===== config.mk =====
export PLATFORM = sky130hd
export DESIGN_NAME = scan_index_encoder
export DESIGN_NICKNAME = d
export VERILOG_FILES = /design/src/rtl/scan_index_encoder.sv
export SDC_FILE = /design/constraint.sdc
export NUM_CORES = 1
export LEC_CHECK = 0
export ABC_AREA = 1
export CAP_MARGIN = 25
export CORE_MARGIN = 2
export CORE_UTILIZATION = 45
export DETAILED_ROUTE_END_ITERATION = 16
export PLACE_DENSITY = 0.76
export SYNTH_ARGS = -nofsm -noshare
export SYNTH_HDL_FRONTEND = slang
export SYNTH_SLANG_ARGS = --single-unit

===== constraint.sdc =====
create_clock -name clk -period 2.2 [get_ports clk]
set_clock_uncertainty 0.2 [all_clocks]
set_input_delay 0.33 -clock clk [delete_from_list [all_inputs] [get_ports clk]]
set_output_delay 0.33 -clock clk [all_outputs]
set_load 0.02 [all_outputs]

===== src/rtl/scan_index_encoder.sv =====
// scan_index_encoder: captures a request vector and emits the index of
// each set bit in priority order, one per out handshake.
module scan_index_encoder #(
  parameter int N         = 8,
  parameter int MSB_FIRST = 0,
  parameter int MODE      = 1,
  localparam int W        = $clog2(N)
) (
  input  logic         clk,
  input  logic         rst_n,
  input  logic [N-1:0] in_vec,
  input  logic         in_valid,
  output logic         in_ready,
  output logic [W-1:0] out_idx,
  output logic         out_valid,
  input  logic         out_ready,
  output logic         out_last,
  output logic         onehot_err,
  output logic         empty_pulse
);

  localparam logic [0:0] S_IDLE = 1'b0;
  localparam logic [0:0] S_EMIT = 1'b1;

  localparam logic [N-1:0] ONE = {{(N-1){1'b0}}, 1'b1};

  logic [0:0]   state_q, state_d;
  logic [N-1:0] pending_q, pending_d;
  logic         onehot_err_q, onehot_err_d;
  logic         empty_pulse_q, empty_pulse_d;

  logic         emit;
  logic         last;
  logic [W-1:0] head_idx;
  logic [N-1:0] head_bit;
  logic [W-1:0] in_idx;
  logic [N-1:0] in_bit;
  logic         in_multi;
  logic         out_fire;
  logic         capture;

  // Position of the winning set bit; zero when nothing is set.
  function automatic logic [W-1:0] prio_idx(
    input logic [N-1:0] v
  );
    logic [W-1:0] r;
    r = '0;
    for (int i = 0; i < N; i++) begin
      if (MSB_FIRST != 0) begin
        if (v[i]) r = W'(i);
      end else begin
        if (v[N-1-i]) r = W'(N-1-i);
      end
    end
    return r;
  endfunction

  // Head-of-pending decode and handshake qualifiers.
  always_comb begin
    emit     = (state_q == S_EMIT);
    head_idx = prio_idx(pending_q);
    head_bit = ONE << head_idx;
    last     = (pending_q != '0) &&
               ((pending_q & (pending_q - ONE)) == '0);
    in_idx   = prio_idx(in_vec);
    in_bit   = ONE << in_idx;
    in_multi = ((in_vec & (in_vec - ONE)) != '0);
    in_ready = !emit || (last && out_ready);
    out_fire = emit && out_ready;
    capture  = in_valid && in_ready;
  end

  // Retire the emitted bit, then overlay any capture this cycle.
  always_comb begin
    state_d       = state_q;
    pending_d     = pending_q;
    onehot_err_d  = 1'b0;
    empty_pulse_d = 1'b0;
    if (out_fire) begin
      pending_d = pending_q & ~head_bit;
      if (last) state_d = S_IDLE;
    end
    if (capture) begin
      if (in_vec == '0) begin
        pending_d     = '0;
        state_d       = S_IDLE;
        empty_pulse_d = 1'b1;
      end else begin
        state_d = S_EMIT;
        if (MODE == 1) begin
          pending_d = in_vec;
        end else begin
          pending_d    = in_bit;
          onehot_err_d = in_multi;
        end
      end
    end
  end

  // State and pulse registers.
  always_ff @(posedge clk or negedge rst_n) begin
    if (!rst_n) begin
      state_q       <= S_IDLE;
      pending_q     <= '0;
      onehot_err_q  <= 1'b0;
      empty_pulse_q <= 1'b0;
    end else begin
      state_q       <= state_d;
      pending_q     <= pending_d;
      onehot_err_q  <= onehot_err_d;
      empty_pulse_q <= empty_pulse_d;
    end
  end

  assign out_valid   = emit;
  assign out_idx     = emit ? head_idx : '0;
  assign out_last    = emit && last;
  assign onehot_err  = onehot_err_q;
  assign empty_pulse = empty_pulse_q;

endmodule


==> flow_summary.json, run 1 <==
{
  "status": "finished clean",
  "yosys.cell_types.count": 18,
  "synth_top_area_share_pct": 34.78,
  "fp.dieH_um": 43.99,
  "antenna_cells": 0,
  "drt_wl_total_um": 2157,
  "ys_ff_latch": 10,
  "synth_top_family_by_area": "simple AND/OR/NAND/NOR gates",
  "p_per_area_mw_per_mm2": 1498,
  "regArea_um2": 251.5,
  "crit_type": "register to primary output",
  "synthArstFlopShare_pct": 100.0,
  "synth-compound-area-share_pct": 5.913,
  "fin_nets": 166,
  "routed-via-count": 860,
  "dieArea_mm2": 0.001935,
  "syn_inst": 115,
  "clockBufferDepth": 2,
  "fmax_mhz": 469.7,
  "setup_tns_ps": 0,
  "post-route-min-period_ps": 2129,
  "p_sw_share_pct": 49.71,
  "grt_antenna_before_repair": 0,
  "cp_max_fo": 4,
  "yosys-top-cells-area": "dfrtp_1 (35%), nand2_1 (20%), nand3_1 (14%)",
  "synth_edf_count": 0,
  "multi_input_area_um2": 420.4,
  "postCtsHoldBufs": 0,
  "p_int_w": 0.0008096,
  "fp.dieW_um": 43.99,
  "finalNonFillerCells": 168,
  "syn_area_um2": 719.4,
  "power.switching_w": 0.0008004,
  "place.gp.congestion": 0.8679,
  "drt_iter0_drc": 26,
  "place.port_buffers": 18,
  "setup_slack_ps": 70.84,
  "numClockSinks": 10,
  "grt_pass1_vias": 798,
  "critPathCaptureType": "primary output",
  "fp.coreArea_mm2": 0.001506,
  "grt_pass1_wl_um": 3346,
  "area_growth_pct": 49.39,
  "cp.required_ps": 1670,
  "dp_hpwl_um": 1602,
  "dr.pass1.iters": 4,
  "drc": 0,
  "yosysTopAreaCell": "dfrtp_1",
  "synth-main-ff-cell": "dfrtp_1",
  "clk_pin_slew_ps": 70,
  "total_power_w": 0.001610,
  "num_rows": 14,
  "synth_fa_ha_area_share_pct": 0,
  "hold_path.class": "primary input to asynchronous set/reset pin",
  "drive_above_1_share_pct": 25.00,
  "pwr-share-comb_pct": 70.5,
  "start_util_pct": 47.76,
  "cts_root_buffer": "clkbuf_4",
  "drv_cap": 0,
  "crit_start": "pending_q[5]",
  "r2r-start": "pending_q[5]",
  "avgSynthCellArea_um2": 6.256,
  "min_period_over_period_pct": 96.78,
  "ys_seq_area_share_pct": 34.78,
  "cts_tree": "built",
  "arrival_ps": 1600,
  "clk_latency_ps": 270,
  "fill_cells": 141,
  "finalMaxSlewViolations": 0,
  "p_leak_nw": 0.5939,
  "grt_max_degree": 11,
  "setup_violations": 0,
  "r2r-end": "pending_q[5]",
  "synthSimpleGateAreaFrac_pct": 48.17,
  "synthMuxAreaShare_pct": 0,
  "grt-ovfl-total": 0,
  "synthXorXnorAreaFrac_pct": 0,
  "htreeDepth": 1,
  "synth.most_common_cell": "nand2_1",
  "vias_per_cell": 5.119,
  "hold_viol": 0,
  "synth_commonest_cells": "nand2_1 (38), nand3_1 (20), nor2_1 (15)",
  "clockPowerShare_pct": 8.1,
  "io-pin-count": 20,
  "worst_r2r_path_depth": 13,
  "antenna_left": 0,
  "place_inst": 164,
  "ys_warn_count": 0,
  "grt_usage_pct": 23.52,
  "cts-buffers-inserted": 3,
  "place_ws_ps": -109.5,
  "vdd_drop_max_uv": 934.0,
  "r2r_slack_ps": 210,
  "syn_nets": 127,
  "p_seq_share_pct": 21.4,
  "start_kind": "register",
  "routedWlPerCell_um": 12.84
}
## how the worst max path moves through the flow
stage | endpoint | slack, ps
floorplan | out_idx[1] | 120
global placement | in_ready | -40
detailed placement | out_idx[1] | -110
CTS | out_idx[1] | -40
global route | in_ready | -30
finish | out_last | 70
## registers in the layout, indices dropped and copies added (netlist names)
register,cells
empty_pulse,1
pending_q,8
out_valid,1
## worst max-delay path: stages, from the launching register on
cell	delay, ps
dfrtp_1	400
buf_4	150
nor2_1	100
nand2_1	80
o21ai_2	160
nand2_1	80
nor3_1	160
buf_2	200
## power by group through the flow
stage          sequential, W  clock, W  combinational (W)
4_1_cts             0.000331  0.000128            0.00108
2_1_floorplan       0.000340         0           0.000608
3_3_place_gp        0.000329         0            0.00107
5_1_grt             0.000354  0.000134            0.00124
6_report            0.000345  0.000130            0.00114
3_5_place_dp        0.000332         0            0.00110
## timing repair
item	CTS	global route
setup buffers	0	1
pin swaps	0	3
setup endpoints to repair	5	4
gates resized for setup	17	13
## kinds of logic (layout without fill, tap and decap cells)
kind of cell / count (synthesis) / after routing
flops: 10 / 10
buf+inv: 17 / 54
other cells: 1 / 1
compound gates: 7 / 7
simple gates: 80 / 80
## stage by stage
| stage | hold slack [ps] | utilization (%) | area [um2] |
|---|---|---|---|
| floorplan | -165.6 | - | 720.7 |
| global placement | 376.4 | 68.52 | 1032 |
| detailed placement | 380.6 | 68.52 | 1032 |
| CTS | 206.5 | 70.43 | 1061 |
| global route | 229.4 | 71.35 | 1075 |
| finish | 182.1 | 71.35 | 1075 |
## per-layer routing
metal	vias to the layer above	share of wire (%)	GRT usage [%]
met5	-	0	0
met4	0	2.5	13.33
met3	7	4.0	1.250
met2	34	50	38.53
met1	380	43	30.65
li1	439	-	-
## cell type report
cell class	count	area share (%)
inverters	14	4.889
multi-input cells	88	39.12
clock buffers	3	2.095
flip-flops and latches	10	23.40
repair buffers	37	28.64
well taps	16	1.863
## cell usage in the layout (no fill, tap or decap)
cell type / instances
nor2_1: 12
o21ai_2: 1
a2111oi_2: 1
nand2_1: 38
o21ai_0: 2
buf_4: 19
inv_1: 14
nor4_1: 2
nor2_2: 2
nand2_2: 3
conb_1: 1
clkbuf_4: 3
clkdlybuf4s50_1: 13
dfrtp_2: 1
dfrtp_1: 9
buf_6: 1
a21oi_2: 1
nand3_1: 19
nand3_2: 1
nor3_1: 1
buf_2: 3
nor2_4: 2
o21ai_1: 2
dlygate4sd2_1: 1
No activity file was read; power rests on OpenSTA's default activity.
==> run 2: changes to the inputs <==
--- a/config.mk
+++ b/config.mk
@@ -8,9 +8,10 @@
 export ABC_AREA = 1
 export CAP_MARGIN = 25
 export CORE_MARGIN = 2
-export CORE_UTILIZATION = 45
+export CORE_UTILIZATION = 46
 export DETAILED_ROUTE_END_ITERATION = 16
-export PLACE_DENSITY = 0.76
+export PLACE_DENSITY = 0.77
+export SLEW_MARGIN = 20
 export SYNTH_ARGS = -nofsm -noshare
 export SYNTH_HDL_FRONTEND = slang
 export SYNTH_SLANG_ARGS = --single-unit
==> run 2 against run 1 <==
  * Non-clock buffer count unchanged
  * Sequential share of layout area fell by 0.062 points
  * Clock-buffer cell count grew 1
  * Die area down 2.0%
  * Highest routed layer unchanged
  * Worst setup slack got worse by 10 ps
  * Global-route usage fell by 1.4 points
  * Final cell count rose by 0.60%
  * Via count decreased by 0.35%
  * Fmax fell by 0.48%
  * Routed wire length decreased by 16%
  * Power fell by 2.5%
  * First-iteration DRC count shrank 46%
==> flow_summary.json, run 2 (synthesized netlist as in run 1, its figures left out) <==
{
  "status": "finished clean",
  "dr.pass1.iters": 4,
  "place_inst": 165,
  "hold_path.class": "primary input to asynchronous set/reset pin",
  "vias_per_cell": 5.071,
  "area_growth_pct": 49.04,
  "clockBufferDepth": 2,
  "cts_tree": "built",
  "rsz0062_at_grt": "yes",
  "p_int_w": 0.0008237,
  "cts_root_buffer": "clkbuf_4",
  "fill_cells": 126,
  "critPathCaptureType": "primary output",
  "grt-ovfl-total": 0,
  "drv_cap": 0,
  "routedWlPerCell_um": 10.68,
  "grt_usage_pct": 22.16,
  "place.gp.congestion": 0.8513,
  "clk_pin_slew_ps": 70,
  "largest_register_ffs": 8,
  "final_core_util_pct": 72.02,
  "num_rows": 14,
  "fmax_mhz": 467.4,
  "setup_tns_ps": 0,
  "antenna_cells": 0,
  "routed-via-count": 857,
  "grt_antenna_before_repair": 0,
  "min_period_over_period_pct": 97.25,
  "clockPowerShare_pct": 10.8,
  "dieArea_mm2": 0.001896,
  "cts-buffers-inserted": 3,
  "drt_wl_total_um": 1805,
  "pwr-share-comb_pct": 67.9,
  "finalNonFillerCells": 169,
  "crit_type": "register to primary output",
  "grt_pass1_wl_um": 3187,
  "drive_above_1_share_pct": 23.53,
  "drt_iter0_drc": 14,
  "setup_violations": 0,
  "final_cell_mix": "nand2_1 (37), nand3_1 (20), buf_4 (20)",
  "cp_max_fo": 4,
  "antenna_left": 0,
  "power.switching_w": 0.0007463,
  "p_seq_share_pct": 21.3,
  "fp.dieH_um": 43.55,
  "numClockSinks": 10,
  "finalMaxSlewViolations": 0,
  "post-route-min-period_ps": 2139,
  "r2r_slack_ps": 240,
  "clk_latency_ps": 270,
  "final_common_cell": "nand2_1",
  "arrival_ps": 1610,
  "fp.dieW_um": 43.55,
  "hold_viol": 0,
  "vdd_drop_max_uv": 847.5,
  "fin_nets": 166,
  "htreeDepth": 1,
  "dp_hpwl_um": 1498,
  "io-pin-count": 20,
  "postCtsSetupBuffers": 0,
  "grt_pass1_vias": 829,
  "worst_r2r_path_depth": 13,
  "fp.coreArea_mm2": 0.001489,
  "p_leak_nw": 0.5973,
  "largest-register": "pending_q",
  "p_per_area_mw_per_mm2": 1464,
  "r2r-start": "pending_q[4]",
  "drc": 0,
  "p_sw_share_pct": 47.53,
  "place.port_buffers": 18,
  "start_kind": "register",
  "r2r-end": "pending_q[2]",
  "start_util_pct": 48.32,
  "cp.required_ps": 1670,
  "grt_max_degree": 11
}
## run 2: per-layer routing
layer | vias up | GRT usage [%] | routed length (um)
li1 | 442 | - | -
met4 | 0 | 15.15 | 63
met3 | 7 | 2.500 | 69
met1 | 384 | 25.53 | 760
met2 | 24 | 37.94 | 911
met5 | - | 0 | 0
## run 2: what timing repair did
| item | in CTS | in global routing |
|---|---|---|
| hold buffers | 0 | 0 |
| hold endpoints to repair | 0 | 0 |
| endpoints found under the setup margin | 5 | 5 |
| gates resized for setup | 16 | 8 |
## run 2: worst max path at each step
stage | endpoint | depth (start not counted) | from | slack (ps)
after global routing | out_last | 6 | pending_q[3] | -70
after CTS | in_ready | 9 | pending_q[4] | 30
final | in_ready | 9 | pending_q[4] | 60
after global placement | in_ready | 9 | pending_q[4] | -100
after floorplan | out_idx[1] | 3 | pending_q[4] | 120
after detailed placement | in_ready | 9 | pending_q[4] | -80
## run 2: power by group through the flow
stage          Clock [W]  Combinational [W]  Sequential, W
6_report        0.000169            0.00107       0.000334
5_1_grt         0.000175            0.00118       0.000344
4_1_cts         0.000169            0.00105       0.000325
3_5_place_dp           0            0.00110       0.000325
3_3_place_gp           0            0.00109       0.000325
2_1_floorplan          0           0.000608       0.000340
## run 2: per-stage QoR
stage          setup WS, ps  cell area (um2)  hold WS, ps  total power, W
6_report              60.54             1072        177.7        0.001570
5_1_grt              -65.62             1072        220.6        0.001703
4_1_cts               29.54             1067        194.7        0.001548
3_5_place_dp         -82.45             1040        373.5        0.001425
3_3_place_gp         -95.69             1040        375.3        0.001410
2_1_floorplan         124.5            720.7       -165.6       0.0009485
## run 2: final cells by class
cell class              instances  area, um2  share of cell area, %
inverters                      14      52.55                  4.901
repair buffers                 37      304.0                  28.35
well taps                      16      20.02                  1.867
clock buffers                   4      36.28                  3.384
flip-flops and latches         10      250.2                  23.34
multi-input cells              88      409.1                  38.16
## run 2: worst max-delay path, cell delays in order (launching register included)
cell     delay (ps)
dfrtp_1         400
buf_4           160
nor2_2          100
nand2_1          70
o21ai_2         150
nand2_2          80
nor2_1           90
nand2_1          70
nand2_2          60
buf_4           140
==> RTL edit (settings of run 1) <==
Change the parameter `MSB_FIRST` from 0 to 1.
--- a/src/rtl/scan_index_encoder.sv
+++ b/src/rtl/scan_index_encoder.sv
@@ -3,5 +3,5 @@
 module scan_index_encoder #(
   parameter int N         = 8,
-  parameter int MSB_FIRST = 0,
+  parameter int MSB_FIRST = 1,
   parameter int MODE      = 1,
   localparam int W        = $clog2(N)
Check against the original RTL: not equivalent (Yosys sat finds a counterexample within 4 cycles, from zero or initial values and one cycle with rst_n low).
==> RTL edit against run 1 <==
Die area up 9.6%; sequential cell count unchanged; power up 0.84%; via count up 0.70%; setup slack better by 0.085 ns; count of clock-buffer cells in the layout unchanged; area after synthesis up 11%; routed wire length down 8.3%; design area down 0.58%; critical endpoint is now out_idx[1]; register-to-register slack better by 0.11 ns.
==> RTL edit: results (changes against run 1) <==
| Metric | Value |
|---|---|
| Status | `completed` |
| Post-Place Cell Area | `1057 um2 (+2.4%)` |
| H-tree levels | `1 (unchanged)` |
| Int Pwr | `787.5 uW (-2.7%)` |
| Wire length of the first global-routing pass | `3.463 mm (+3.5%)` |
| FILL cells | `152 (+7.8%)` |
| Crit path arrival time | `1.51 ns (-0.09 ns)` |
| Post-synth cell types | `20 (+2)` |
| GRT Total Usage | `23.20% (-0.32 points)` |
| Area contributors post-synth | `dfrtp_1, nand2_1, nand3_1, inv_1, nand2_2` |
| Synth top cells by count | `nand2_1, inv_1, nand3_1, dfrtp_1` |
| Most numerous cell in the Yosys netlist | `nand2_1` |
| Initial antenna violation count | `0 (unchanged)` |
| Pleak | `0.0006104 uW (+2.8%)` |
| Sequential Area | `252.7 um2 (+0.50%)` |
| Part of the Yosys area used for sequential elements | `31.45% (-3.3 points)` |
| Worst hold path type | `in -> async` |
| Vias per Instance | `5.124 (+0.10%)` |
| I/O Buffers | `18 (unchanged)` |
| Final Wtd Congestion | `0.9132 (+5.2%)` |
| Critical path peak fanout | `5 (+1)` |
| Hpwl dp | `1.648 mm (+2.9%)` |
| Peak supply drop | `830.4 uV (-11%)` |
| Share of cells above drive strength 1 | `25.66% (+0.66 points)` |
| Clock latency on the worst-skew pair | `about 0.26 ns` |
| Vias in the first global route | `784 (-1.8%)` |
| Total number of vias | `866 (+0.70%)` |
| Most used DFF post-synth | `dfrtp_1` |
| FF-to-FF path depth | `11 (-2)` |
| Clock tree buffer depth | `2 (unchanged)` |
| Largest Register | `pending_q` |
| Avg Cell Area, Syn | `6.523 um2 (+4.3%)` |
| Initial DRC Count | `19 (-27%)` |
| WL per Instance | `11.70 um (-8.8%)` |
| Net Count, Synth | `134 (+5.5%)` |
[RTL edit: final timing paths]
| kind | startpoint | endpoint | slack, ns |
|---|---|---|---|
| min in group clk | pending_q[3] | pending_q[3] | 0.38 |
| worst max-delay path | pending_q[7] | out_idx[1] | 0.16 |
| max in group asynchronous | rst_n | pending_q[2] | 1.27 |
| worst max register to register | pending_q[7] | pending_q[5] | 0.32 |
| worst min register to register | pending_q[3] | pending_q[3] | 0.38 |
| worst min-delay path | rst_n | pending_q[1] | 0.19 |
[RTL edit: power by group through the flow]
stage	combinational, uW	clock [uW]	sequential [uW]
after floorplan	762	0	340
after global placement	1210	0	336
after detailed placement	1220	0	342
after CTS	1180	123	339
after global routing	1290	138	355
final	1160	122	343
[RTL edit: repair_timing]
item | CTS | global route
gates cloned | 0 | 0
resized for setup | 7 | 9
setup endpoints to repair | 4 | 4
[RTL edit: layout make-up]
class,count,area share [%]
multi-input combinational,89,41.22
timing repair buffer,30,24.00
sequential,10,23.65
inverter,20,7.026
clock buffer,3,2.108
tap,17,1.991
[RTL edit: logic make-up after synthesis]
kind of cell,after synthesis,synth area share (%)
and+or+nand+nor,75,44.34
buffers and inverters,23,13.21
AOI/OAI and AO/OA,13,10.54
DFF,10,31.45
other,1,0.4712
[RTL edit: metrics by stage]
step / setup slack (ns) / setup TNS [ns]
final: 0.1561 / 0
after global routing: 0.04655 / 0
after CTS: 0.004423 / 0
after detailed placement: -0.01134 / -0.01134
after global placement: 0.005981 / 0
after floorplan: 0.4286 / 0
[RTL edit: layer usage]
layer	wire length (um)	part of all wire, %	vias to the layer above	GRT usage (%)
met5	0	0	-	0
met4	48	2.4	0	12.00
met3	83	4.2	6	3.529
met2	990	50	35	38.61
li1	-	-	447	-
met1	856	43	378	28.64
[RTL edit: critical path: stages, from the launching register on]
cell	delay (ns)
dfrtp_1	0.43
nor2_2	0.22
a21boi_1	0.24
nor2_1	0.05
dlygate4sd2_1	0.31
